<file path="src/rtl/limb_pkg.sv">
// Shared sizes, state encoding and limb/word types for the limb carry normalizer.
package limb_pkg;

    localparam int DEF_NUM_ELEMENTS = 17;
    localparam int DEF_BIT_LEN      = 17;
    localparam int DEF_WORD_LEN     = 16;

    localparam int NUM_LIMBS = 2 * DEF_NUM_ELEMENTS;
    localparam int CARRY_W   = DEF_BIT_LEN - DEF_WORD_LEN + 1;
    localparam int IDX_W     = $clog2(NUM_LIMBS);

    typedef enum logic {
        IDLE,
        RUN
    } norm_state_t;

    typedef logic [DEF_BIT_LEN-1:0]  limb_t;
    typedef logic [DEF_WORD_LEN-1:0] word_t;

endpackage

</file>
<file path="src/rtl/carry_step.sv">
// One carry-propagation step: adds an incoming carry to a redundant limb and splits
// the result into a canonical word and the carry for the next limb.
module carry_step #(
    parameter  int BIT_LEN  = 17,
    parameter  int WORD_LEN = 16,
    localparam int CARRY_W  = BIT_LEN - WORD_LEN + 1
) (
    input  logic [BIT_LEN-1:0]  limb_i,
    input  logic [CARRY_W-1:0]  carry_i,
    output logic [WORD_LEN-1:0] word_o,
    output logic [CARRY_W-1:0]  carry_o
);

    // One extra bit is enough: max limb plus max carry stays below 2^(BIT_LEN+1).
    logic [BIT_LEN:0] sum;

    assign sum     = {1'b0, limb_i} + {{(BIT_LEN + 1 - CARRY_W){1'b0}}, carry_i};
    assign word_o  = sum[WORD_LEN-1:0];
    assign carry_o = sum[BIT_LEN:WORD_LEN];

endmodule

</file>
<file path="src/rtl/limb_carry_normalizer.sv">
// Captures a full set of redundant product limbs and streams canonical words LSW first,
// rippling the carry one limb per accepted output beat.
module limb_carry_normalizer
    import limb_pkg::*;
#(
    parameter  int NUM_ELEMENTS = DEF_NUM_ELEMENTS,
    parameter  int BIT_LEN      = DEF_BIT_LEN,
    parameter  int WORD_LEN     = DEF_WORD_LEN,
    localparam int N_LIMBS      = 2 * NUM_ELEMENTS,
    localparam int C_W          = BIT_LEN - WORD_LEN + 1,
    localparam int I_W          = $clog2(N_LIMBS)
) (
    input  logic                clk,
    input  logic                rst_n,
    input  logic                in_valid,
    output logic                in_ready,
    input  logic [BIT_LEN-1:0]  in_limbs [N_LIMBS],
    output logic                out_valid,
    input  logic                out_ready,
    output logic [WORD_LEN-1:0] out_word,
    output logic [I_W-1:0]      out_idx,
    output logic                out_last,
    output logic [C_W-1:0]      out_carry,
    output logic                busy
);

    norm_state_t          state_q;
    logic [I_W-1:0]       idx_q;
    logic [I_W-1:0]       idx_d;
    logic [C_W-1:0]       carry_q;
    logic [C_W-1:0]       carry_d;
    logic [BIT_LEN-1:0]   limbs_q [N_LIMBS];
    logic [WORD_LEN-1:0]  word_d;
    logic                 running;
    logic                 last_beat;

    carry_step #(
        .BIT_LEN  (BIT_LEN),
        .WORD_LEN (WORD_LEN)
    ) u_carry_step (
        .limb_i  (limbs_q[idx_q]),
        .carry_i (carry_q),
        .word_o  (word_d),
        .carry_o (carry_d)
    );

    assign running   = (state_q == RUN);
    assign last_beat = (idx_q == I_W'(N_LIMBS - 1));
    assign idx_d     = idx_q + I_W'(1);

    // The limb snapshot is only loaded in IDLE, so in_limbs may change freely during RUN.
    always_ff @(posedge clk or negedge rst_n) begin
        if (!rst_n) begin
            state_q <= IDLE;
            idx_q   <= '0;
            carry_q <= '0;
            limbs_q <= '{default: '0};
        end else begin
            case (state_q)
                IDLE: begin
                    if (in_valid) begin
                        limbs_q <= in_limbs;
                        idx_q   <= '0;
                        carry_q <= '0;
                        state_q <= RUN;
                    end
                end
                RUN: begin
                    if (out_ready) begin
                        if (last_beat) begin
                            idx_q   <= '0;
                            carry_q <= '0;
                            state_q <= IDLE;
                        end else begin
                            idx_q   <= idx_d;
                            carry_q <= carry_d;
                        end
                    end
                end
                default: state_q <= IDLE;
            endcase
        end
    end

    // Outputs decode only registered state, so they hold steady while the sink stalls.
    assign in_ready  = !running;
    assign busy      = running;
    assign out_valid = running;
    assign out_idx   = idx_q;
    assign out_word  = running ? word_d : '0;
    assign out_last  = running && last_beat;
    assign out_carry = (running && last_beat) ? carry_d : '0;

endmodule

</file>
<file path="config.mk">
export PLATFORM = sky130hd
export DESIGN_NAME = limb_carry_normalizer
export DESIGN_NICKNAME = d
export VERILOG_FILES = /design/src/rtl/limb_pkg.sv /design/src/rtl/carry_step.sv /design/src/rtl/limb_carry_normalizer.sv
export SDC_FILE = /design/constraint.sdc
export NUM_CORES = 1
export LEC_CHECK = 0
export ABC_AREA = 1
export CAP_MARGIN = 30
export CORE_UTILIZATION = 47
export DETAILED_ROUTE_END_ITERATION = 6
export GPL_TIMING_DRIVEN = 0
export MAX_ROUTING_LAYER = met4
export PLACE_DENSITY = 0.76
export SETUP_SLACK_MARGIN = 0.1
export SYNTH_ARGS = -nofsm -noshare
export SYNTH_HDL_FRONTEND = slang
export SYNTH_HIERARCHICAL = 1
export SYNTH_SLANG_ARGS = --single-unit
</file>
<file path="constraint.sdc">
create_clock -name clk -period 3.3 [get_ports clk]
set_input_delay 0.99 -clock clk [delete_from_list [all_inputs] [get_ports clk]]
set_output_delay 0.99 -clock clk [all_outputs]
set_load 0.01 [all_outputs]
</file>
==> results of run 1 <==
==> metal layers <==
layer	part of all wire [%]	vias up	routed length (microns)	GRT usage, %
met4	4.5	0	5330	17.6
met5	0	-	0	-
met2	47	1290	55900	61.2
met1	40	13300	46500	48.7
met3	8.5	260	9950	7.54
li1	-	12200	-	-
==> final timing paths <==
path / from / end / slack [ns]
setup / recovery: out_idx[0] / out_carry[0] / -1.39
hold / removal: rst_n / limbs_q[27] / 0.29
setup reg to reg: out_idx[0] / carry_q[0] / 0.13
hold reg to reg: limbs_q[138] / limbs_q[138] / 0.50
max in group asynchronous: rst_n / limbs_q[468] / 1.55
min in group clk: limbs_q[138] / limbs_q[138] / 0.50
==> cell families after synthesis <==
family                   Yosys count  synth area share [%]
AND/OR/NAND/NOR                 1512                  21.5
flip-flops                       587                  51.3
buffers and inverters            565                  8.53
AO/OA/AOI/OAI                    408                  7.48
multiplexers                     272                  10.7
XOR/XNOR                           8                 0.245
adder cells (fa/ha/maj)            5                 0.245
==> flip-flops by register name, indices dropped and copies added (netlist names) <==
name / count
busy: 1
out_idx: 6
carry_q: 2
limbs_q: 578
==> cells in the mapped netlist, drive strengths merged <==
| master | number | share of area (%) |
|---|---|---|
| nand2 | 686 | 9.0 |
| dfrtp | 587 | 51 |
| nor2 | 467 | 6.1 |
| nand3 | 350 | 6.1 |
| inv | 346 | 4.5 |
| a21oi | 340 | 5.9 |
| mux2 | 272 | 11 |
| buf | 193 | 3.6 |
| o211ai | 35 | 0.92 |
| o21ai | 27 | 0.47 |
| clkbuf | 26 | 0.34 |
| ha | 4 | 0.17 |
| nand4 | 4 | 0.087 |
| o22ai | 4 | 0.087 |
| xnor2 | 4 | 0.12 |
| xor2 | 4 | 0.12 |
| nor3 | 2 | 0.035 |
| a31oi | 1 | 0.022 |
| fa | 1 | 0.070 |
| nand3b | 1 | 0.026 |
| nor4 | 1 | 0.074 |
| o31ai | 1 | 0.044 |
| or2 | 1 | 0.022 |
==> through the flow <==
| step | setup WS, ns | total power [uW] | area [sq um] | hold WS (ns) |
|---|---|---|---|---|
| 2_1_floorplan | -0.116 | 20800 | 28800 | 0.471 |
| 5_1_grt | -1.49 | 39700 | 40000 | 0.324 |
| 4_1_cts | -1.37 | 36600 | 39400 | 0.295 |
| 6_report | -1.39 | 37800 | 40000 | 0.287 |
| 3_3_place_gp | -25.19 | 26900 | 35800 | 0.481 |
| 3_5_place_dp | -1.85 | 27200 | 36000 | 0.489 |
==> repair_timing <==
action	in CTS	in global routing
setup endpoints to repair	21	20
setup buffers	26	11
gates resized for setup	323	107
pin swaps	40	42
gates cloned	7	0
==> report_power, final <==
| part | internal (uW) | switching [uW] |
|---|---|---|
| Combinational | 7490 | 11200 |
| Clock | 4550 | 3110 |
| Sequential | 10200 | 1310 |
==> area by class of cell <==
type | instances | area [sq um]
fill | 4929 | 20300
timing repair buffer | 657 | 6710
tap | 782 | 978
clock inverter | 18 | 253
inverter | 346 | 1330
multi-input combinational | 2205 | 12400
antenna | 29 | 72.6
timing repair inverter | 1 | 8.76
buffer | 219 | 1580
sequential | 587 | 14700
clock buffer | 98 | 1970
==> qor.txt, run 1 <==
full die area -> 0.0619 sq mm
final worst slack -> -1.39 ns
Port Buf Inserts -> 609
# clock sinks -> 587
Synthesis Warnings -> 6
endpoints failing hold -> 0
Seq cells post-synth -> 587
crit path cell chain -> buf_12, clkinv_16, buf_16, buf_8, nand2_2, nand3_2, nand3_4, nand2_4, nor2_4, nand2_2, nand3_2, nand2_4, ha_4, fa_2, nand3_4, inv_2, nand2_4, o21ai_2, nand2_1, inv_2, nor3_4, buf_2
Clk Latency, worst-skew pair -> 0.63 ns
Worst path depth -> 22
Worst Path Max Fanout -> 8
worst-case reg-to-reg path depth -> 24
first-pass GRT wire length -> 172000 microns
Slew Viols, Final -> 0
fin crit period -> 4.69 ns
Reg clk slew, reported paths -> 0.06 ns
io pins -> 610
Setup TNS -> -21.93 ns
post-DP HPWL -> 90200 microns
largest net degree at the start of global routing -> 122
CTS Hold Bufs -> 0
vias per cell -> 5.47
GPL Wtd Cong -> 0.939
failing checks -> negative setup slack
RSZ-0062 raised after global routing -> yes
CP arrival -> 3.70 ns
Period Utilization, post-route -> 142%
Cell Count, Final, Fillers Out -> 4942
worst rel slew slack -> 40.6%
WP buf/inv -> 7
CTS tree -> done
slew at the pin closest to its max-slew limit -> 0.891 ns
commonest non-fill, non-tap cell in the layout -> nand2_1
htree depth -> 3
Cell Area, Synth -> 0.0286 sq mm
Chip Width -> 249 microns
Max Fclk -> 0.213 GHz
Leakage -> 0.0191 uW
critical path class -> reg -> out
mean post-synth cell area -> 8.53 sq um
CTS root buf -> clkbuf_16
final setup violation count -> 18
Max VDD drop -> 0.000457 V
most frequent cells in the layout -> nand2_1 (629), clkdlybuf4s50_1 (589), dfrtp_1 (586), nor2_1 (441), a21oi_1 (333)
final WL -> 118000 microns
DR iter-0 viols -> 2486
Core Region -> 0.0602 sq mm
Crit path largest cell delay -> 0.44 ns
worst clock skew -> 0.0349 ns
CTS buffer count -> 66
CP most frequent cell -> nand2_4
initial core utilization -> 47.5%
post-route antenna net violation count -> 0
row cnt -> 90
Cell Count Post-Placement -> 4753
die span in y -> 249 microns
share of post-route cells with drive strength above 1 -> 20.1%
Max Buffers Root-to-Sink -> 3
utilization after layout -> 66.3%
power density over the cells -> 947 mW/mm^2
worst min-delay path class -> in -> async
vias in the first global route -> 27100
vias -> 27100
sequential-to-total area share from yosys stat -> 51.3%
drt drc -> 0
maxcap violations -> 0
WL per Instance -> 23.8 microns
syn_nets -> 3944
initial antenna violation count -> 29
critical path startpoint category -> flip-flop
GR Overflow Total -> 0
status -> finished with violations
crit end category -> output pin
Worst path slowest cell -> dfrtp_1
Nets -> 4670
P&R area growth vs syn -> 39.5%
GRT Util Overall -> 38.9%
first drt pass iteration count -> 6
CP Data Required Time -> 2.31 ns
post-synth cell types -> 32
Syn Inst Count -> 3357
Crit path max-delay family -> simple AND/OR/NAND/NOR gates
Note: power is estimated with default switching activity, not from simulation.
==> inputs of run 2 (changes only) <==
- ABC_AREA: 1 -> 0
- CORE_UTILIZATION: 47 -> 46
- PLACE_DENSITY: 0.76 -> 0.75
- SKIP_CTS_REPAIR_TIMING: unset -> 1
==> run 2 against run 1 <==
The flow still finishes with violations (negative setup slack). Non-clock buffer count fell by 43. Wire length fell by 18%. Clock power shrank 5.0%. Critical path depth fell by 6. Via count fell by 28%. Die area is 2.6% lower. Critical path type unchanged. Highest routed layer unchanged.
==> qor.txt, run 2 <==
Syn Inst Count -> 1880 (was 3357)
top post-synthesis cells by area -> dfrtp_1 (54%), mux2_2 (26%), mux4_2 (5.6%) (was dfrtp_1 (51%), mux2_2 (11%), nand2_1 (9.0%))
proportion of power drawn by the clock network -> 31.1% (was 20.2%)
GPL Wtd Cong -> 0.970 (was 0.939)
# clock sinks -> 587 (unchanged)
Leakage -> 0.0163 uW (was 0.0191 uW)
share of post-route cells with drive strength above 1 -> 40.3% (was 20.1%)
critical path class -> reg -> out (unchanged)
max reg flops -> 578 (unchanged)
worst min-delay path class -> in -> async (unchanged)
worst-case reg-to-reg path depth -> 15 (was 24)
row cnt -> 88 (was 90)
initial core utilization -> 47.0% (was 47.5%)
Clk Latency, worst-skew pair -> 0.61 ns (was 0.63 ns)
status -> finished with violations (unchanged)
worst clock skew -> 0.0173 ns (was 0.0349 ns)
Chip Width -> 246 microns (was 249 microns)
Max Fclk -> 0.193 GHz (was 0.213 GHz)
Core Region -> 0.0581 sq mm (was 0.0602 sq mm)
number of flops mapped to enable cells by yosys -> 0 (unchanged)
full die area -> 0.0603 sq mm (was 0.0619 sq mm)
drt drc -> 0 (unchanged)
CTS tree -> done (unchanged)
ys async rst share -> 100% (unchanged)
vias per cell -> 5.58 (was 5.47)
Nets -> 3234 (was 4670)
Reg with most FFs -> limbs_q (unchanged)
Slew Viols, Final -> 0 (unchanged)
net load switching power -> 7120 uW (was 15600 uW)
power density over the cells -> 609 mW/mm^2 (was 947 mW/mm^2)
post-synth cell types -> 42 (was 32)
endpoints failing hold -> 0 (unchanged)
Port Buf Inserts -> 609 (unchanged)
most frequent cells in the layout -> mux2_2 (625), clkdlybuf4s50_1 (589), dfrtp_1 (585), mux2i_1 (127), nor2_1 (84) (was nand2_1 (629), clkdlybuf4s50_1 (589), dfrtp_1 (586), nor2_1 (441), a21oi_1 (333))
Cell Area, Synth -> 0.0273 sq mm (was 0.0286 sq mm)
io pins -> 610 (unchanged)
failing checks -> negative setup slack (unchanged)
dominant cell type by area after synthesis -> dfrtp_1 (unchanged)
Worst Path Max Fanout -> 6 (was 8)
Max VDD drop -> 0.000492 V (was 0.000457 V)
Crit path largest cell delay -> 0.40 ns (was 0.44 ns)
Synthesis Warnings -> 6 (unchanged)
syn_nets -> 2467 (was 3944)
vias in the first global route -> 20500 (was 27100)
commonest non-fill, non-tap cell in the layout -> mux2_2 (was nand2_1)
GR Overflow Total -> 0 (unchanged)
vias -> 19400 (was 27100)
CTS root buf -> clkbuf_16 (unchanged)
combinational share of power -> 32.2% (was 49.3%)
CP arrival -> 4.19 ns (was 3.70 ns)
first-pass GRT wire length -> 136000 microns (was 172000 microns)
reg-to-reg startpoint -> out_idx[0] (unchanged)
final worst slack -> -1.88 ns (was -1.39 ns)
worst hold slack -> 0.338 ns (was 0.287 ns)
mean post-synth cell area -> 14.5 sq um (was 8.53 sq um)
largest net degree at the start of global routing -> 119 (was 122)
worst rel slew slack -> 38.5% (was 40.6%)
final setup violation count -> 21 (was 18)
critical path startpoint category -> flip-flop (unchanged)
Seq cells post-synth -> 587 (unchanged)
final WL -> 96400 microns (was 118000 microns)
DR iter-0 viols -> 1087 (was 2486)
htree depth -> 3 (unchanged)
FILL cells -> 4298 (was 4929)
first drt pass iteration count -> 5 (was 6)
top cell type's share of synthesized area -> 53.8% (was 51.3%)
Reg power frac -> 36.6% (was 30.5%)
slew at the pin closest to its max-slew limit -> 0.923 ns (was 0.891 ns)
dominant synthesized flop cell -> dfrtp_1 (unchanged)
CTS buffer count -> 66 (unchanged)
P_int -> 16200 uW (was 22300 uW)
top post-synthesis cells by count -> mux2_2 (629), dfrtp_1 (587), mux2i_1 (136) (was nand2_1 (683), dfrtp_1 (587), nor2_1 (466))
Period Utilization, post-route -> 157% (was 142%)
post-DP HPWL -> 74500 microns (was 90200 microns)
most common cell in the netlist -> mux2_2 (was nand2_1)
maxcap violations -> 0 (unchanged)
sequential-to-total area share from yosys stat -> 53.8% (was 51.3%)
P&R area growth vs syn -> 40.3% (was 39.5%)
crit end category -> output pin (unchanged)
Reg clk slew, reported paths -> 0.06 ns (about the same)
initial antenna violation count -> 34 (was 29)
fin crit period -> 5.18 ns (was 4.69 ns)
CP Data Required Time -> 2.31 ns (about the same)
WL per Instance -> 27.6 microns (was 23.8 microns)
pre-CTS setup slack -> -2.42 ns (was -1.85 ns)
Sw Ratio -> 30.5% (was 41.2%)
RSZ-0062 raised after global routing -> yes (unchanged)
Reg2Reg Capture Point -> carry_q[0] (unchanged)
Reg2Reg Setup Slack -> -0.27 ns (was 0.13 ns)
Max Buffers Root-to-Sink -> 3 (unchanged)
GRT Util Overall -> 32.4% (was 38.9%)
post-route antenna net violation count -> 0 (unchanged)
Worst path slowest cell -> dfrtp_2 (was dfrtp_1)
die span in y -> 246 microns (was 249 microns)
crit path cell chain -> buf_8, buf_12, or3b_1, buf_6, buf_12, buf_4, o22ai_2, nor2_1, a32o_1, a41oi_4, nand4_1, nor2_4, nand4_1, xnor2_2, and2_4, buf_6 (was buf_12, clkinv_16, buf_16, buf_8, nand2_2, nand3_2, nand3_4, nand2_4, nor2_4, nand2_2, nand3_2, nand2_4, ha_4, fa_2, nand3_4, inv_2, nand2_4, o21ai_2, nand2_1, inv_2, nor3_4, buf_2)
## run 2: changes by cell type after synthesis, sizes merged, moves of 19 or more
| cell | previous run | this run |
|---|---|---|
| nand2 | 686 | 60 |
| a21oi | 340 | 1 |
| mux2i | 0 | 136 |
| nand3 | 350 | 8 |
| and2 | 0 | 19 |
| o21ai | 27 | 6 |
| o22ai | 4 | 51 |
| inv | 346 | 4 |
| mux2 | 272 | 629 |
| mux4 | 0 | 68 |
| o211ai | 35 | 0 |
| nor2 | 467 | 94 |
| buf | 193 | 94 |
## run 2: cell families (layout without fill, tap and decap cells)
| kind of cell | count (synthesis) | count (layout) | share of synthesized area [%] |
|---|---|---|---|
| buffers and inverters | 138 | 944 | 2.57 |
| adder cells (fa/ha/maj) | 5 | 5 | 0.257 |
| flip-flops | 587 | 587 | 53.8 |
| XOR/XNOR | 16 | 16 | 0.513 |
| AND/OR/NAND/NOR | 201 | 201 | 3.27 |
| multiplexers | 833 | 833 | 36.5 |
| AO/OA/AOI/OAI | 100 | 100 | 3.05 |
| other | 0 | 36 | 0 |
## run 2: worst max path at each step
| stage | cells after the start | startpoint | to |
|---|---|---|---|
| floorplan | 17 | out_idx[0] | out_carry[0] |
| global placement | 1 | rst_n | limbs_q[107] |
| detailed placement | 17 | out_idx[1] | out_carry[0] |
| CTS | 17 | out_idx[1] | out_carry[0] |
| global route | 16 | out_idx[0] | out_carry[0] |
| finish | 16 | out_idx[0] | out_carry[0] |
## run 2: worst max-delay path: cells and delay by family (launching register included)
family	cells	cell delay, ns
flops	1	0.40
simple gates	6	1.36
compound gates	3	0.78
buf+inv	6	0.80
xor+xnor	1	0.24
## run 2: power by group through the flow
| stage | registers [uW] | logic (uW) | clock network [uW] |
|---|---|---|---|
| after floorplan | 8460 | 3630 | 0 |
| after global routing | 8640 | 7820 | 7660 |
| after CTS | 8520 | 6570 | 7390 |
| final | 8550 | 7520 | 7270 |
| after global placement | 8630 | 6440 | 0 |
| after detailed placement | 8650 | 6530 | 0 |
## run 2: area by class of cell
class / instances / area (sq um) / area share, %
sequential: 587 / 14700 / 38.4
clock inverter: 15 / 201 / 0.526
clock buffer: 92 / 1910 / 4.99
timing repair buffer: 699 / 6990 / 18.3
inverter: 4 / 15.0 / 0.0392
tap: 765 / 957 / 2.50
antenna: 36 / 90.1 / 0.235
buffer: 134 / 1070 / 2.79
multi-input combinational: 1155 / 12400 / 32.3
## run 2: metrics by stage
step	utilization [%]	cells	cell area, sq um	setup TNS (ns)	power, uW
after floorplan	-	1880	27400	-10.23	12100
after global placement	59.3	3254	34500	-	15100
after detailed placement	59.5	3259	34600	-314.93	15200
after CTS	63.2	3366	36700	-61.39	22500
after global routing	65.9	3485	38300	-32.82	24100
final	65.9	3487	38300	-30.15	23300
## run 2: per-layer routing
| layer | wire, microns | share of wire, % | vias to the layer above | GRT usage, % |
|---|---|---|---|---|
| met5 | 0 | 0 | - | - |
| met4 | 3520 | 3.6 | 0 | 13.2 |
| met3 | 7550 | 7.8 | 161 | 8.36 |
| met2 | 47500 | 49 | 725 | 51.3 |
| met1 | 37800 | 39 | 10100 | 39.5 |
| li1 | - | - | 8465 | - |
==> RTL change (config.mk and constraints of run 2) <==
`DEF_WORD_LEN`: 16 -> 8.
--- a/src/rtl/limb_pkg.sv
+++ b/src/rtl/limb_pkg.sv
@@ -4,5 +4,5 @@
     localparam int DEF_NUM_ELEMENTS = 17;
     localparam int DEF_BIT_LEN      = 17;
-    localparam int DEF_WORD_LEN     = 16;
+    localparam int DEF_WORD_LEN     = 8;
 
     localparam int NUM_LIMBS = 2 * DEF_NUM_ELEMENTS;
Interface: changed (resized out_carry and out_word); port bits go from 610 to 610. The function was not compared with the original's and may differ.
==> RTL change against run 2 <==
  * The flow still finishes with violations (negative setup slack)
  * Wire length fell by 0.34%
  * Worst setup slack got worse by 0.38 ns
  * Synthesized area rose by 1.9%
  * Sequential share of layout area rose by 0.20 points
  * Cell area rose by 0.85%
  * Sequential cell count rose by 8
  * Total power rose by 6.5%
==> RTL change: results (changes against run 2) <==
Mapped Nets 2486 (+0.77%); initial antenna violation count 30 (-12%); H-tree levels 3 (unchanged); DRT iter0 DRCs 1261 (+16%); clock slew at reported path FFs 0.06 ns (about the same); met2 wire len 46300 microns (-2.5%); Main synth FF type dfrtp_1; critical path arrival 4.57 ns (+0.38 ns); DR top layer met4; Min-Delay Path Class in2async; number of distinct library cells after synthesis 51 (+21%); CP max FO 8 (+2); GRT met3 Usage 6.77% (-1.6 points); post-route clock skew 0.0257 ns (+0.00840 ns); Max stage delay on crit path 0.38 ns (-0.02 ns); met1 wire length 39600 microns (+4.6%); slew of the pin with the lowest slew margin 1.03 ns (+0.110 ns); vias in the first global route 20949 (+2.2%); Ys Warns 6 (unchanged); failing checks negative setup slack; wire length per cell 27.6 microns (-0.14%); Lkg Pwr 0.0164 uW (+0.55%); Crit path max-delay family compound AO/OA/AOI/OAI gates; post-synthesis sequential area ratio 53.5% (-0.26 points); clock root cell clkbuf_16; port bufs 609 (unchanged); largest cells by area after synthesis dfrtp_1, mux2_2, mux4_2; met1 usage 40.2% (+0.62 points); met3 wire length 6380 microns (-15%); ys async rst share 100% (unchanged); status finished with violations; Placed Instances 3281 (+0.68%); Peak VDD IR 0.000413 V (-16%); Routed WL 96000 microns (-0.34%); Tot GR Track Use 31.9% (-0.53 points); endpoints failing setup 29 (+38%); layout cell share with drive strength beyond 1 41.4% (+1.0 points); Nets 3223 (-0.34%); gp weighted congestion 0.917 (-5.5%); Commonest cells post-synth mux2_2, dfrtp_1, mux2i_1; PnR worst setup slack -2.26 ns (-0.382 ns); first-pass GRT wire length 136000 microns (+0.21%); DR vias 19731 (+1.5%); post-DP HPWL 74100 microns (-0.48%); largest net degree at the start of global routing 120 (+0.84%); cells after synthesis 1891 (+0.59%); CTS buffer count 66 (unchanged); largest reg by FF count limbs_q; routing usage on met2 50.1% (-1.2 points); CP max-delay cell dfrtp_1; worst-skew pair later-pin latency 0.60 ns; max FFs per register 578 (unchanged); clk buf depth 3 (unchanged); 1st-pass router iterations 5 (unchanged)
RTL change: metrics by stage:
stage / total power [uW] / setup TNS [ns] / setup WS [ns] / area (sq um)
CTS: 23800 / -123.52 / -3.91 / 37300
detailed placement: 16400 / -386.16 / -3.24 / 35200
global placement: 16300 / - / -24.72 / 35000
global route: 25800 / -44.62 / -2.39 / 38600
floorplan: 13000 / -15.97 / -1.15 / 28000
finish: 24800 / -41.25 / -2.26 / 38600
RTL change: cell families after synthesis:
kind of cell    after synthesis  synth area share [%]
mux                         833                  36.0
flops                       595                  53.5
compound gates              151                  4.52
buf+inv                     142                  2.38
simple gates                140                  2.46
xor+xnor                     17                 0.535
fa+ha+maj                    13                 0.612
RTL change: final timing paths:
kind	from	endpoint	slack, ns	depth (start not counted)
min	rst_n	limbs_q[348]	0.49	1
max in group asynchronous	rst_n	limbs_q[171]	1.27	3
max reg2reg	out_idx[2]	carry_q[3]	-0.69	19
min reg2reg	limbs_q[314]	limbs_q[314]	0.50	1
min in group clk	limbs_q[314]	limbs_q[314]	0.50	1
max	out_idx[2]	out_carry[5]	-2.26	19
RTL change: where the power goes:
part | leakage [uW] | switching, uW | internal [uW] | total (uW)
registers | 0.00737 | 531 | 8200 | 8730
clock network | 0.00103 | 3040 | 4310 | 7340
logic | 0.00800 | 4360 | 4410 | 8770
RTL change: cell type report:
| class | instances | area, sq um |
|---|---|---|
| fill | 4354 | 20700 |
| inverter | 8 | 30.0 |
| multi-input combinational | 1154 | 12900 |
| clock inverter | 17 | 241 |
| antenna | 33 | 82.6 |
| tap | 773 | 967 |
| sequential | 595 | 14900 |
| clock buffer | 97 | 1890 |
| timing repair buffer | 669 | 6670 |
| buffer | 134 | 917 |
